[config.mk]
export PLATFORM = sky130hd
export DESIGN_NAME = bram_port_arbiter
export DESIGN_NICKNAME = d
export VERILOG_FILES = /design/src/rtl/bram_port_arbiter.sv
export SDC_FILE = /design/constraint.sdc
export NUM_CORES = 1
export LEC_CHECK = 0
export BUFFER_PORTS_ARGS = -buffer_cell sky130_fd_sc_hd__buf_2
export CORE_AREA = 2 2 94 96
export DETAILED_ROUTE_END_ITERATION = 8
export DIE_AREA = 0 0 96 98
export PLACE_DENSITY = 0.59
export RECOVER_POWER = 25
export SLEW_MARGIN = 20
export SYNTH_ARGS = -nofsm -noshare
export SYNTH_HDL_FRONTEND = slang
export SYNTH_SLANG_ARGS = --single-unit
export TNS_END_PERCENT = 5
[constraint.sdc]
create_clock -name clk_i -period 2 [get_ports clk_i]
set_input_delay 0.2 -clock clk_i [delete_from_list [all_inputs] [get_ports clk_i]]
set_output_delay 0.2 -clock clk_i [all_outputs]
set_load 0.005 [all_outputs]
[src/rtl/bram_port_arbiter.sv]
// Round-robin arbiter sharing BRAM port A between the load/store unit (m0) and the loader (m1).
// Optional macro BRAM_ARB_BYTE_EN adds per-byte write enables with a two-cycle read-modify-write.
module bram_port_arbiter #(
    parameter int unsigned DEPTH  = 16384,
    parameter int unsigned WIDTH  = 32,
    parameter int unsigned ADDR_W = $clog2(DEPTH)
) (
    input  logic                 clk_i,
    input  logic                 rst_ni,

    input  logic                 m0_req_i,
    input  logic                 m0_we_i,
    input  logic [ADDR_W-1:0]    m0_addr_i,
    input  logic [WIDTH-1:0]     m0_wdata_i,
`ifdef BRAM_ARB_BYTE_EN
    input  logic [WIDTH/8-1:0]   m0_be_i,
`endif
    output logic                 m0_gnt_o,
    output logic                 m0_rvalid_o,
    output logic [WIDTH-1:0]     m0_rdata_o,

    input  logic                 m1_req_i,
    input  logic                 m1_we_i,
    input  logic [ADDR_W-1:0]    m1_addr_i,
    input  logic [WIDTH-1:0]     m1_wdata_i,
`ifdef BRAM_ARB_BYTE_EN
    input  logic [WIDTH/8-1:0]   m1_be_i,
`endif
    output logic                 m1_gnt_o,
    output logic                 m1_rvalid_o,
    output logic [WIDTH-1:0]     m1_rdata_o,

    output logic                 bram_we_o,
    output logic [ADDR_W-1:0]    bram_addr_o,
    output logic [WIDTH-1:0]     bram_wdata_o,
    input  logic [WIDTH-1:0]     bram_rdata_i
);

`ifdef BRAM_ARB_BYTE_EN
    typedef enum logic [0:0] {StIdle, StRmwWr} state_e;
`else
    typedef enum logic [0:0] {StIdle} state_e;
`endif

    state_e state_q, state_d;

    // last_q is the index of the most recently granted requester
    logic last_q, last_d;
    logic rvalid_q, rvalid_d;
    logic owner_q, owner_d;

    logic              pick_valid;
    logic              pick1;
    logic              grant_ok;
    logic              sel_we;
    logic [ADDR_W-1:0] sel_addr;
    logic [WIDTH-1:0]  sel_wdata;

`ifdef BRAM_ARB_BYTE_EN
    localparam int unsigned NumBytes = WIDTH / 8;

    logic                rmw_owner_q, rmw_owner_d;
    logic [NumBytes-1:0] sel_be;
    logic                sel_full;
    logic                sel_none;
    logic                sel_partial;
    logic [NumBytes-1:0] rmw_be;
    logic [ADDR_W-1:0]   rmw_addr;
    logic [WIDTH-1:0]    rmw_wdata;
    logic [WIDTH-1:0]    rmw_merged;
`endif

    // Round-robin pick: on a tie the requester not granted last wins.
    always_comb begin
        pick_valid = 1'b0;
        pick1      = 1'b0;
        if (m0_req_i && m1_req_i) begin
            pick_valid = 1'b1;
            pick1      = ~last_q;
        end else if (m0_req_i) begin
            pick_valid = 1'b1;
        end else if (m1_req_i) begin
            pick_valid = 1'b1;
            pick1      = 1'b1;
        end
    end

    always_comb begin
        sel_we    = pick1 ? m1_we_i    : m0_we_i;
        sel_addr  = pick1 ? m1_addr_i  : m0_addr_i;
        sel_wdata = pick1 ? m1_wdata_i : m0_wdata_i;
        grant_ok  = rst_ni && pick_valid && (state_q == StIdle);
    end

`ifdef BRAM_ARB_BYTE_EN
    always_comb begin
        sel_be      = pick1 ? m1_be_i : m0_be_i;
        sel_full    = &sel_be;
        sel_none    = ~|sel_be;
        sel_partial = ~sel_full && ~sel_none;

        // The RMW owner holds addr/wdata/be through the write cycle.
        rmw_be    = rmw_owner_q ? m1_be_i    : m0_be_i;
        rmw_addr  = rmw_owner_q ? m1_addr_i  : m0_addr_i;
        rmw_wdata = rmw_owner_q ? m1_wdata_i : m0_wdata_i;
        for (int i = 0; i < NumBytes; i++) begin
            rmw_merged[i*8 +: 8] = rmw_be[i] ? rmw_wdata[i*8 +: 8] : bram_rdata_i[i*8 +: 8];
        end
    end
`endif

    always_ff @(posedge clk_i) begin
        if (!rst_ni) begin
            state_q  <= StIdle;
            last_q   <= 1'b1;
            rvalid_q <= 1'b0;
            owner_q  <= 1'b0;
`ifdef BRAM_ARB_BYTE_EN
            rmw_owner_q <= 1'b0;
`endif
        end else begin
            state_q  <= state_d;
            last_q   <= last_d;
            rvalid_q <= rvalid_d;
            owner_q  <= owner_d;
`ifdef BRAM_ARB_BYTE_EN
            rmw_owner_q <= rmw_owner_d;
`endif
        end
    end

    always_comb begin
`ifdef BRAM_ARB_BYTE_EN
        state_d     = state_q;
        rmw_owner_d = rmw_owner_q;
        unique case (state_q)
            StIdle: begin
                if (grant_ok && sel_we && sel_partial) begin
                    state_d     = StRmwWr;
                    rmw_owner_d = pick1;
                end
            end
            StRmwWr: state_d = StIdle;
            default: state_d = StIdle;
        endcase
`else
        state_d = StIdle;
`endif
    end

    always_comb begin
        m0_gnt_o     = 1'b0;
        m1_gnt_o     = 1'b0;
        bram_we_o    = 1'b0;
        bram_addr_o  = m0_addr_i;
        bram_wdata_o = m0_wdata_i;
        last_d       = last_q;
        rvalid_d     = 1'b0;
        owner_d      = owner_q;

        if (grant_ok) begin
            m0_gnt_o     = ~pick1;
            m1_gnt_o     = pick1;
            last_d       = pick1;
            bram_addr_o  = sel_addr;
            bram_wdata_o = sel_wdata;
            rvalid_d     = ~sel_we;
            owner_d      = pick1;
`ifdef BRAM_ARB_BYTE_EN
            // Partial enables only read here; the merged write follows in StRmwWr.
            bram_we_o = sel_we && sel_full;
`else
            bram_we_o = sel_we;
`endif
        end
`ifdef BRAM_ARB_BYTE_EN
        else if (rst_ni && state_q == StRmwWr) begin
            bram_we_o    = 1'b1;
            bram_addr_o  = rmw_addr;
            bram_wdata_o = rmw_merged;
        end
`endif

        // Reset cancels a read return already in flight.
        m0_rvalid_o = rst_ni && rvalid_q && ~owner_q;
        m1_rvalid_o = rst_ni && rvalid_q && owner_q;
        m0_rdata_o  = m0_rvalid_o ? bram_rdata_i : '0;
        m1_rdata_o  = m1_rvalid_o ? bram_rdata_i : '0;
    end

endmodule

==> flow_metrics.tcl <==
set metrics [dict create \
    final-instance-count-excl-fill 529 \
    cts_resized 0 \
    cts_hold_buffers 0 \
    clock_input_transition_at_the_sequential_cells_of_the_worst_setup_and_hold_paths_ps 30 \
    cts_made_buffers 3 \
    postCtsSetupBuffers 0 \
    cts.htree.levels 1 \
    synth_area_leader_cell "sky130_fd_sc_hd__mux2_4" \
    yosys-top-cells-count "67 x sky130_fd_sc_hd__nor2_1, 36 x sky130_fd_sc_hd__nand2_1, 29 x sky130_fd_sc_hd__mux2_4, 17 x sky130_fd_sc_hd__mux2_2, 6 x sky130_fd_sc_hd__clkbuf_1" \
    die_footprint_um2 9410 \
    post_synth_instance_area_um2 1270 \
    antenna_found_initial 0 \
    routed_via_density 4.07 \
    buffers_on_ports 244 \
    synth_fp_nets 314 \
    arrival_ps 1630 \
    synth_flop_cell "sky130_fd_sc_hd__dfxtp_1" \
    synth_warnings 0 \
    timing.critical_path.required_ps 1800 \
    tritoncts "built" \
    cap_viol_max_count 0 \
    clk_path_buf_depth 2 \
    async_reset_ff_frac 0 \
    critPathLaunchType "flop" \
    period_needed_ps 1830 \
    grt_max_degree 34 \
    cts_root_buffer "sky130_fd_sc_hd__clkbuf_8" \
    nFillCells 953 \
    synthCells 184 \
    route.vias.total 2152 \
    design.core.area_um2 8470 \
    run_status "complete, no violations" \
    wl_per_cell_um 12.2 \
    num-nets-final 552 \
    drt_pre_antenna_iters 4 \
    std_cell_rows 34 \
    drt-initial-drc-count 43 \
    post_route_cells_drive_above_1_share 0.670 \
    cellLeakagePower_nw 1.56 \
    multi_input_comb_area_um2 1100 \
    final_antenna_net_count 0 \
    vdd_ir_drop_max_uv 354 \
    wire_length_of_the_first_global_routing_pass_um 9140 \
    grt_pass1_vias 1963 \
    timing.final.hold_violations 0 \
    die_h_um 98 \
    setup_viol 0 \
    ys_seq_area_frac 0.0474 \
    synthMostInstantiatedCell "sky130_fd_sc_hd__nor2_1" \
    wirelength_um 6440 \
    drc 0 \
    fin_skew_ps 0.747 \
    final_min_period_over_clock_period 0.914 \
    crit_path_max_fanout 26 \
    final_core_utilization 0.307 \
    worstMarginPinSlew_ps 657 \
    synth.top_cells.by_area "sky130_fd_sc_hd__mux2_4 34%, sky130_fd_sc_hd__nor2_1 20%, sky130_fd_sc_hd__mux2_2 15%, sky130_fd_sc_hd__nand2_1 11%, sky130_fd_sc_hd__dfxtp_1 4.7%" \
    yosys_register_bits 3 \
    number_of_enable_flip_flop_cells_after_synthesis 0 \
    grtUsageTotal 0.121 \
    flow.area_growth_from_synthesis_pct 105 \
    maxSlewHeadroom 0.562 \
    globalRoute.totalOverflow 0 \
    placed_cells 525 \
    chipWidth_um 96 \
    synth_top_cell_area_share 0.344 \
    clk-insertion-delay-late_ps 210 \
    kind_of_path_behind_the_tightest_hold_check "in2reg" \
    yosysUniqueCellTypes 19 \
    initial_utilization 0.150 \
    max_clock_freq_mhz 547 \
    end_kind "output pin" \
    timing.setup.critical_path_class "reg2out" \
    num_antenna_cells 0 \
    dp_hpwl_um 5550 \
    layout.area.seq_um2 60.1 \
    final_total_negative_setup_slack_ps 0 \
    pwr_density_cell_nw_per_um2 268 \
    syn_avg_cell_area_um2 6.88 \
    num_io_pins 245 \
    clock-sinks 3 \
    finalWeightedCongestion 0.730 \
    grt_setup_unrepaired "false" \
    timing_max_transition_violations_final 0 \
]
==> worst max-delay path, cell delays in order (launching register included) <==
cell and delay (ps):
sky130_fd_sc_hd__dfxtp_1 320, sky130_fd_sc_hd__nand2_2 90, sky130_fd_sc_hd__nand3_2 260, sky130_fd_sc_hd__buf_12 290, sky130_fd_sc_hd__mux2_4 310, sky130_fd_sc_hd__buf_2 120
==> final timing paths <==
path                            slack, ps  cells after the start               end  startpoint
worst max-delay path                  170                      5  bram_wdata_o[23]      last_q
worst min-delay path                  250                      2            last_q      rst_ni
worst max register to register       1150                      3           owner_q      last_q
worst min register to register        560                      2            last_q      last_q
==> cells by family after synthesis <==
group,Yosys count,synth area share
AOI/OAI and AO/OA,4,0.0158
buffers and inverters,19,0.0870
DFF,3,0.0474
muxes,46,0.495
and+or+nand+nor,112,0.355
==> metal layers <==
metal / up-vias / GRT usage / share of wire
li1: 1066 / - / -
met1: 956 / 0.136 / 0.38
met2: 130 / 0.241 / 0.53
met3: 0 / 0.0185 / 0.093
met4: 0 / 0.00989 / 0
met5: - / 0 / 0
==> where the power goes <==
group	internal (mW)	leakage (nW)	total [mW]	switching, mW
Clock	0.136	0.0228	0.174	0.0379
Combinational	0.265	1.51	0.455	0.190
Sequential	0.0646	0.0249	0.0672	0.00257
Total	0.465	1.56	0.696	0.231
==> registers in the layout, indices dropped and copies added, names as in the netlist <==
register	cells
last_q	1
owner_q	1
rvalid_q	1
==> cells in the final DEF (no fill, tap or decap), drive strengths merged <==
master	n
buf	225
nor2	67
mux2	46
nand2	37
clkbuf	29
o21ai	4
nand2b	3
dfxtp	3
inv	2
nand3	1
nand4	1
and3	1
and2	1
nand4b	1
==> stage by stage <==
| stage | setup WS, ps | instance area (um2) | hold slack (ps) | total power [mW] |
|---|---|---|---|---|
| finish | 172 | 2600 | 251 | 0.696 |
| global route | 64.6 | 2600 | 268 | 0.761 |
| detailed placement | 362 | 2580 | 470 | 0.532 |
| CTS | 144 | 2620 | 249 | 0.712 |
| floorplan | 715 | 1270 | 332 | 0.293 |
| global placement | 401 | 2580 | 460 | 0.524 |
==> final cells by class <==
cell class,instances,area share
timing repair buffer,250,0.482
tap,108,0.0520
sequential,3,0.0231
clock buffer,4,0.0173
inverter,2,0.00289
multi-input combinational,162,0.422
Note: power is estimated with default switching activity, not from simulation.
